### src/rtl/lab3_mem_pkg.sv
// Shared memory-message definitions for the lab3 cache bank router: widths, field offsets and the bank-select hash.
// Bank hashing is selected by LAB3_MEM_BANK_ROUTER_XOR_HASH_EN (defined: XOR fold, undefined: plain slice).
package lab3_mem_pkg;

   localparam int c_req_w          = 77;
   localparam int c_resp_w         = 47;
   localparam int c_addr_w         = 32;
   localparam int c_req_type_lsb   = 74;
   localparam int c_req_opaque_lsb = 66;
   localparam int c_req_addr_lsb   = 34;
   localparam int c_req_len_lsb    = 32;
   localparam int c_req_data_lsb   = 0;
   localparam int c_resp_type_lsb  = 44;
   localparam int c_resp_opq_lsb   = 36;
   localparam int c_resp_test_lsb  = 34;
   localparam int c_resp_len_lsb   = 32;
   localparam int c_resp_data_lsb  = 0;

   typedef enum logic [2:0] {
      MEM_TYPE_READ  = 3'd0,
      MEM_TYPE_WRITE = 3'd1,
      MEM_TYPE_INIT  = 3'd2
   } mem_type_e;

   typedef struct packed {
      logic [2:0]  msg_type;
      logic [7:0]  opaque;
      logic [31:0] addr;
      logic [1:0]  len;
      logic [31:0] data;
   } mem_req_4b_t;

   typedef struct packed {
      logic [2:0]  msg_type;
      logic [7:0]  opaque;
      logic [1:0]  test;
      logic [1:0]  len;
      logic [31:0] data;
   } mem_resp_4b_t;

   // addr_nib carries addr[7:4]; only the low log2(num_banks) bits of the result are meaningful.
   function automatic logic [1:0] bank_sel(input logic [3:0] addr_nib, input int num_banks);
      logic [1:0] sel;
      sel = 2'd0;
      case (num_banks)
`ifdef LAB3_MEM_BANK_ROUTER_XOR_HASH_EN
         2: sel = {1'b0, addr_nib[0] ^ addr_nib[1]};
         4: sel = addr_nib[1:0] ^ addr_nib[3:2];
`else
         2: sel = {1'b0, addr_nib[0]};
         4: sel = addr_nib[1:0];
`endif
         default: sel = 2'd0;
      endcase
      return sel;
   endfunction

endpackage

### src/rtl/lab3_mem_cache_bank_router_if.sv
// Processor-side and bank-side handshake bundle for the cache bank router.
// 'slave' is the router's view, 'master' is the surrounding processor/bank environment.
interface lab3_mem_cache_bank_router_if #(
   parameter int p_num_banks = 4
);
   import lab3_mem_pkg::*;

   logic [c_req_w-1:0]              cachereq_msg;
   logic                            cachereq_val;
   logic                            cachereq_rdy;
   logic [c_resp_w-1:0]             cacheresp_msg;
   logic                            cacheresp_val;
   logic                            cacheresp_rdy;
   logic [c_req_w-1:0]              bankreq_msg;
   logic [p_num_banks-1:0]          bankreq_val;
   logic [p_num_banks-1:0]          bankreq_rdy;
   logic [c_resp_w*p_num_banks-1:0] bankresp_msg;
   logic [p_num_banks-1:0]          bankresp_val;
   logic [p_num_banks-1:0]          bankresp_rdy;

   modport slave (
      input  cachereq_msg, cachereq_val, cacheresp_rdy, bankreq_rdy, bankresp_msg, bankresp_val,
      output cachereq_rdy, cacheresp_msg, cacheresp_val, bankreq_msg, bankreq_val, bankresp_rdy
   );

   modport master (
      output cachereq_msg, cachereq_val, cacheresp_rdy, bankreq_rdy, bankresp_msg, bankresp_val,
      input  cachereq_rdy, cacheresp_msg, cacheresp_val, bankreq_msg, bankreq_val, bankresp_rdy
   );

endinterface

### src/rtl/lab3_mem_bank_order_fifo.sv
// Order FIFO of bank ids for the cache bank router; head is read combinationally.
// Reset gates full/empty immediately so outputs look empty during the reset cycle.
module lab3_mem_bank_order_fifo #(
   parameter int p_width = 2,
   parameter int p_depth = 4
) (
   input  logic               clk,
   input  logic               reset,
   input  logic               i_enq_val,
   output logic               o_enq_rdy,
   input  logic [p_width-1:0] i_enq_data,
   output logic               o_deq_val,
   input  logic               i_deq_rdy,
   output logic [p_width-1:0] o_head,
   output logic               o_full,
   output logic               o_empty
);

   localparam int p_ptr_w = $clog2(p_depth);
   localparam int p_cnt_w = p_ptr_w + 1;

   logic [p_width-1:0] r_mem [p_depth];
   logic [p_ptr_w-1:0] r_wr_ptr;
   logic [p_ptr_w-1:0] r_rd_ptr;
   logic [p_cnt_w-1:0] r_count;
   logic               w_enq_fire;
   logic               w_deq_fire;

   assign o_full     = (r_count == p_cnt_w'(p_depth)) && !reset;
   assign o_empty    = (r_count == '0) || reset;
   assign o_enq_rdy  = !o_full;
   assign o_deq_val  = !o_empty;
   assign o_head     = r_mem[r_rd_ptr];
   assign w_enq_fire = i_enq_val && o_enq_rdy && !reset;
   assign w_deq_fire = i_deq_rdy && o_deq_val;

   always_ff @(posedge clk) begin
      if (w_enq_fire) begin
         r_mem[r_wr_ptr] <= i_enq_data;
      end
   end

   // Depth is a power of two, so pointer increments wrap naturally.
   always_ff @(posedge clk) begin
      if (reset) begin
         r_wr_ptr <= '0;
         r_rd_ptr <= '0;
         r_count  <= '0;
      end else begin
         if (w_enq_fire) begin
            r_wr_ptr <= r_wr_ptr + 1'b1;
         end
         if (w_deq_fire) begin
            r_rd_ptr <= r_rd_ptr + 1'b1;
         end
         if (w_enq_fire && !w_deq_fire) begin
            r_count <= r_count + 1'b1;
         end else if (!w_enq_fire && w_deq_fire) begin
            r_count <= r_count - 1'b1;
         end
      end
   end

endmodule

### src/rtl/lab3_mem_cache_bank_router.sv
// Steers cache requests to banks by address and returns bank responses in request order.
// Optional XOR bank hashing: define LAB3_MEM_BANK_ROUTER_XOR_HASH_EN.
module lab3_mem_cache_bank_router
   import lab3_mem_pkg::*;
#(
   parameter int p_num_banks   = 4,
   parameter int p_order_depth = 4
) (
   input  logic clk,
   input  logic reset,
   lab3_mem_cache_bank_router_if.slave bus
);

   localparam int p_sel_w = (p_num_banks > 1) ? $clog2(p_num_banks) : 1;

   logic [1:0]          w_sel_full;
   logic [p_sel_w-1:0]  w_sel;
   logic [p_sel_w-1:0]  w_head;
   logic                w_full;
   logic                w_empty;
   logic                w_enq_rdy;
   logic                w_deq_val;
   logic                w_enq_val;
   logic                w_deq_rdy;
   logic [c_resp_w-1:0] w_resp_slice [p_num_banks];

   assign w_sel_full = bank_sel(bus.cachereq_msg[c_req_addr_lsb+4 +: 4], p_num_banks);
   assign w_sel      = w_sel_full[p_sel_w-1:0];

   assign bus.bankreq_msg  = bus.cachereq_msg;
   assign bus.cachereq_rdy = bus.bankreq_rdy[w_sel] && w_enq_rdy;
   assign w_enq_val        = bus.cachereq_val && bus.bankreq_rdy[w_sel];

   assign bus.cacheresp_val = w_deq_val && bus.bankresp_val[w_head];
   assign bus.cacheresp_msg = w_resp_slice[w_head];
   assign w_deq_rdy         = bus.cacheresp_rdy && bus.bankresp_val[w_head];

   genvar gi;
   generate
      for (gi = 0; gi < p_num_banks; gi++) begin : g_bank
         assign bus.bankreq_val[gi]  = bus.cachereq_val && (w_sel == p_sel_w'(gi)) && !w_full;
         assign bus.bankresp_rdy[gi] = (w_head == p_sel_w'(gi)) && !w_empty && bus.cacheresp_rdy;
         assign w_resp_slice[gi]     = bus.bankresp_msg[c_resp_w*gi +: c_resp_w];
      end
   endgenerate

   lab3_mem_bank_order_fifo #(
      .p_width (p_sel_w),
      .p_depth (p_order_depth)
   ) u_order_fifo (
      .clk        (clk),
      .reset      (reset),
      .i_enq_val  (w_enq_val),
      .o_enq_rdy  (w_enq_rdy),
      .i_enq_data (w_sel),
      .o_deq_val  (w_deq_val),
      .i_deq_rdy  (w_deq_rdy),
      .o_head     (w_head),
      .o_full     (w_full),
      .o_empty    (w_empty)
   );

   // A bank answering with no outstanding request is a protocol error; it is also never acknowledged.
   always_ff @(posedge clk) begin
      if (!reset && w_empty) begin
         assert (bus.bankresp_val == '0);
      end
   end

endmodule
### src/flat_wrapper.sv
// flat-port wrapper written by rule: the top's interface ports become plain ports
module lab3_mem_cache_bank_router_flat import lab3_mem_pkg::*;
#(
   parameter int p_num_banks   = 4,
   parameter int p_order_depth = 4
)
  (clk, reset, bus_cachereq_msg, bus_cachereq_val, bus_cacheresp_rdy, bus_bankreq_rdy, bus_bankresp_msg, bus_bankresp_val, bus_cachereq_rdy, bus_cacheresp_msg, bus_cacheresp_val, bus_bankreq_msg, bus_bankreq_val, bus_bankresp_rdy);
  lab3_mem_cache_bank_router_if #(.p_num_banks(p_num_banks)) bus_i ();
  input  logic clk;
  input  logic reset;
  input wire logic [$bits(bus_i.cachereq_msg)-1:0] bus_cachereq_msg;
  input wire logic [$bits(bus_i.cachereq_val)-1:0] bus_cachereq_val;
  input wire logic [$bits(bus_i.cacheresp_rdy)-1:0] bus_cacheresp_rdy;
  input wire logic [$bits(bus_i.bankreq_rdy)-1:0] bus_bankreq_rdy;
  input wire logic [$bits(bus_i.bankresp_msg)-1:0] bus_bankresp_msg;
  input wire logic [$bits(bus_i.bankresp_val)-1:0] bus_bankresp_val;
  output wire logic [$bits(bus_i.cachereq_rdy)-1:0] bus_cachereq_rdy;
  output wire logic [$bits(bus_i.cacheresp_msg)-1:0] bus_cacheresp_msg;
  output wire logic [$bits(bus_i.cacheresp_val)-1:0] bus_cacheresp_val;
  output wire logic [$bits(bus_i.bankreq_msg)-1:0] bus_bankreq_msg;
  output wire logic [$bits(bus_i.bankreq_val)-1:0] bus_bankreq_val;
  output wire logic [$bits(bus_i.bankresp_rdy)-1:0] bus_bankresp_rdy;
  assign bus_i.cachereq_msg = bus_cachereq_msg;
  assign bus_i.cachereq_val = bus_cachereq_val;
  assign bus_i.cacheresp_rdy = bus_cacheresp_rdy;
  assign bus_i.bankreq_rdy = bus_bankreq_rdy;
  assign bus_i.bankresp_msg = bus_bankresp_msg;
  assign bus_i.bankresp_val = bus_bankresp_val;
  assign bus_cachereq_rdy = bus_i.cachereq_rdy;
  assign bus_cacheresp_msg = bus_i.cacheresp_msg;
  assign bus_cacheresp_val = bus_i.cacheresp_val;
  assign bus_bankreq_msg = bus_i.bankreq_msg;
  assign bus_bankreq_val = bus_i.bankreq_val;
  assign bus_bankresp_rdy = bus_i.bankresp_rdy;
  lab3_mem_cache_bank_router #(.p_num_banks(p_num_banks), .p_order_depth(p_order_depth)) u_core (.clk(clk), .reset(reset), .bus(bus_i));
endmodule
### config.mk
export PLATFORM = sky130hd
export DESIGN_NAME = lab3_mem_cache_bank_router_flat
export DESIGN_NICKNAME = d
export VERILOG_FILES = /design/src/rtl/lab3_mem_pkg.sv /design/src/rtl/lab3_mem_cache_bank_router_if.sv /design/src/rtl/lab3_mem_bank_order_fifo.sv /design/src/rtl/lab3_mem_cache_bank_router.sv /design/src/flat_wrapper.sv
export SDC_FILE = /design/constraint.sdc
export NUM_CORES = 1
export LEC_CHECK = 0
export ABC_AREA = 0
export BUFFER_PORTS_ARGS = -buffer_cell sky130_fd_sc_hd__buf_2
export CAP_MARGIN = 20
export CORE_AREA = 10 10 151 153
export CTS_BUF_LIST = sky130_fd_sc_hd__clkbuf_4 sky130_fd_sc_hd__clkbuf_8
export CTS_CLUSTER_DIAMETER = 80
export DETAILED_ROUTE_END_ITERATION = 10
export DIE_AREA = 0 0 161 163
export GPL_ROUTABILITY_DRIVEN = 0
export MAX_ROUTING_LAYER = met4
export PLACE_DENSITY = 0.47
export SLEW_MARGIN = 10
export SYNTH_ARGS = -nofsm -noshare
export SYNTH_HDL_FRONTEND = slang
export SYNTH_SLANG_ARGS = --single-unit
### constraint.sdc
create_clock -name clk -period 3.5 [get_ports clk]
set_clock_uncertainty 0.15 [all_clocks]
set_input_delay 0.7 -clock clk [delete_from_list [all_inputs] [get_ports clk]]
set_output_delay 0.7 -clock clk [all_outputs]
set_load 0.01 [all_outputs]
==> results.yml <==
cts:
  cts_root_buf: "clkbuf_8"
  cts_max_level: 1
  cts_setup_buffers: 0
  ctsHoldBuffers: 0
  numCtsBuffers: 3
  ctsResizeCount: 0
  cts.sinks: 17
  clk_pin_slew_ns: 0.07
  clock_latency_ns: 0.25
  cts_tree: "yes"
  clk_path_buf_depth: 2
power:
  p_sw_w: 0.000324
  p_seq_frac: 0.247
  ir_drop_uv: 161
  powerDensity_nw_per_um2: 249
  cellLeakagePower_nw: 1.77
  swShare: 0.349
  power_frac_clock: 0.152
  p_total_w: 0.000930
  p_int_w: 0.000605
  comb_power_share: 0.601
sta:
  max-slew-margin-rel: 0.538
  setup_tns_ns: 0
  period_needed_ns: 3.16
  min_period_over_period: 0.904
  fin_ws_ns: 0.337
  fmax_ghz: 0.316
  setup_viol: 0
  final_hold_viol_count: 0
  slew_violations: 0
  tightestPinTransition_ns: 0.694
  grt_setup_unrepaired: "no"
setup_path:
  arrival_ns: 2.31
  path_class: "register to output port"
  timing.rr.end: "u_core.u_order_fifo.r_count[2]"
  required_ns: 2.65
  rr_worst_depth: 9
  max_stage_delay_ns: 0.69
  path_delay_family: "multiplexers"
  crit_slowest_cell: "mux4_4"
  path_cells: "mux4_4 > buf_12 > mux4_2 > buf_2"
  end_kind: "output port"
  rrSetupSlack_ns: 0.43
  crit_cells: 4
  critical_path_buf_inv_count: 2
  cp_max_fo: 52
  endpoint: "bus_cacheresp_msg[7]"
  start_kind: "register"
global_routing:
  grt_max_degree: 53
  track_usage: 0.0890
  grt_pass1_vias: 2779
  antenna_found_initial: 1
  grt_pass1_wl_um: 17900
  grt-ovfl-total: 0
yosys:
  postSynthAreaPerCell_um2: 12.7
  synthCells: 212
  synth_top_cell_by_area: "mux4_2"
  yosys_warnings: 0
  synth_top_area_share: 0.418
  seq_area_frac_synth: 0.156
  syn-num-nets: 495
  synth.area.top_cells: "mux4_2 42%, buf_4 21%, edfxtp_1 8.9%"
  synth_area_um2: 2690
  ys_types: 33
  yosys_register_bits: 17
  synthFlopType: "dfxtp_1"
  ys_async_sr_fraction: 0
  synth_edf_count: 8
die:
  rows: 52
  die_w_um: 161
  core_area_um2: 19900
  io_pins: 411
  dieArea_um2: 26200
  initial_core_util: 0.135
  die_h_um: 163
detailed_routing:
  drcViolationCount: 0
  wl_per_cell_um: 19.3
  vias: 2531
  drt-total-wl_um: 12800
  avgViaCountPerCell: 3.83
  antenna_left: 0
  dr.pass1.iters: 4
  first_iter_violations: 130
layout:
  drive_gt1_frac: 0.833
  instances_no_fill: 660
  fin_nets: 673
  fill_cells: 2199
  seq_area_um2: 420
  area_growth_pct: 38.8
  final_area_um2: 3740
  multi_input_comb_area_um2: 1590
place:
  placed_area_um2: 3690
  hpwl_um: 11300
  place_ws_ns: 0.342
  port-buffer-count: 260
  place_inst: 655
run:
  max_cap_violations: 0
hold_path:
  min_path_type: "register to register"
  min_from: "u_core.u_order_fifo.r_rd_ptr[1]"
run_status:
  status: "finished, final reports clean"
-- power by group through the flow --
stage	sequential, W	combinational (W)	clock, W
final	0.000230	0.000559	0.000141
after global routing	0.000232	0.000609	0.000155
after CTS	0.000230	0.000576	0.000147
after detailed placement	0.000235	0.000573	0
after global placement	0.000236	0.000572	0
after floorplan	0.000232	0.000413	0
-- routing by layer --
layer	wire (um)	up-vias	part of all wire	track usage
met5	0	-	0	-
met4	48	0	0.0038	0.00827
met3	1770	12	0.14	0.0503
met2	6360	221	0.50	0.151
met1	4570	1206	0.36	0.0918
li1	-	1092	-	-
-- layout make-up --
class                   instances  share of cell area
diodes                          1            0.000669
clock buffers                   3              0.0110
clock inverters                 1             0.00134
inverters                       3             0.00301
multi-input cells             102               0.424
flip-flops and latches         17               0.112
well taps                     270              0.0903
repair buffers                263               0.357
-- layout by cell type, fill, tap and decap left out, types with 2 or more instances in the layout --
cell type	instances
and2_1	7
dfxtp_1	9
mux2_4	2
mux2i_1	6
nand2b_1	3
inv_1	3
buf_4	2
nor3b_1	2
clkbuf_8	3
nor2_1	5
xor2_1	2
nor3_1	3
mux4_2	49
edfxtp_1	8
ha_1	5
buf_2	260
-- worst min path at each step --
stage / endpoint / slack [ns] / depth (start not counted)
floorplan: register / 0.28 / 1
global placement: u_core.u_order_fifo.r_rd_ptr[1] / 0.30 / 1
detailed placement: u_core.u_order_fifo.r_rd_ptr[1] / 0.30 / 1
CTS: register / 0.31 / 1
global route: register / 0.33 / 1
finish: u_core.u_order_fifo.r_rd_ptr[1] / 0.31 / 1
-- metrics by stage --
stage / hold WS, ns / util
after global placement: 0.300 / 0.185
final: 0.307 / 0.188
after CTS: 0.310 / 0.188
after global routing: 0.325 / 0.188
after detailed placement: 0.300 / 0.185
after floorplan: 0.278 / -
-- logic make-up after synthesis --
family | after synthesis | share of synthesized area
muxes | 58 | 0.451
AOI/OAI and AO/OA | 4 | 0.0163
buffers and inverters | 93 | 0.256
adders and majority gates | 6 | 0.0307
xor gates and xnor gates | 3 | 0.00976
DFF | 17 | 0.156
and+or+nand+nor | 31 | 0.0794
-- synthesized netlist by cell type (5+ instances only) --
master	instances
buf_6	7
mux2i_1	6
edfxtp_1	8
clkbuf_1	6
and2_1	7
mux4_2	50
nor2_1	5
dfxtp_1	9
ha_1	5
buf_4	77
Power figures use the tool's default switching activity.
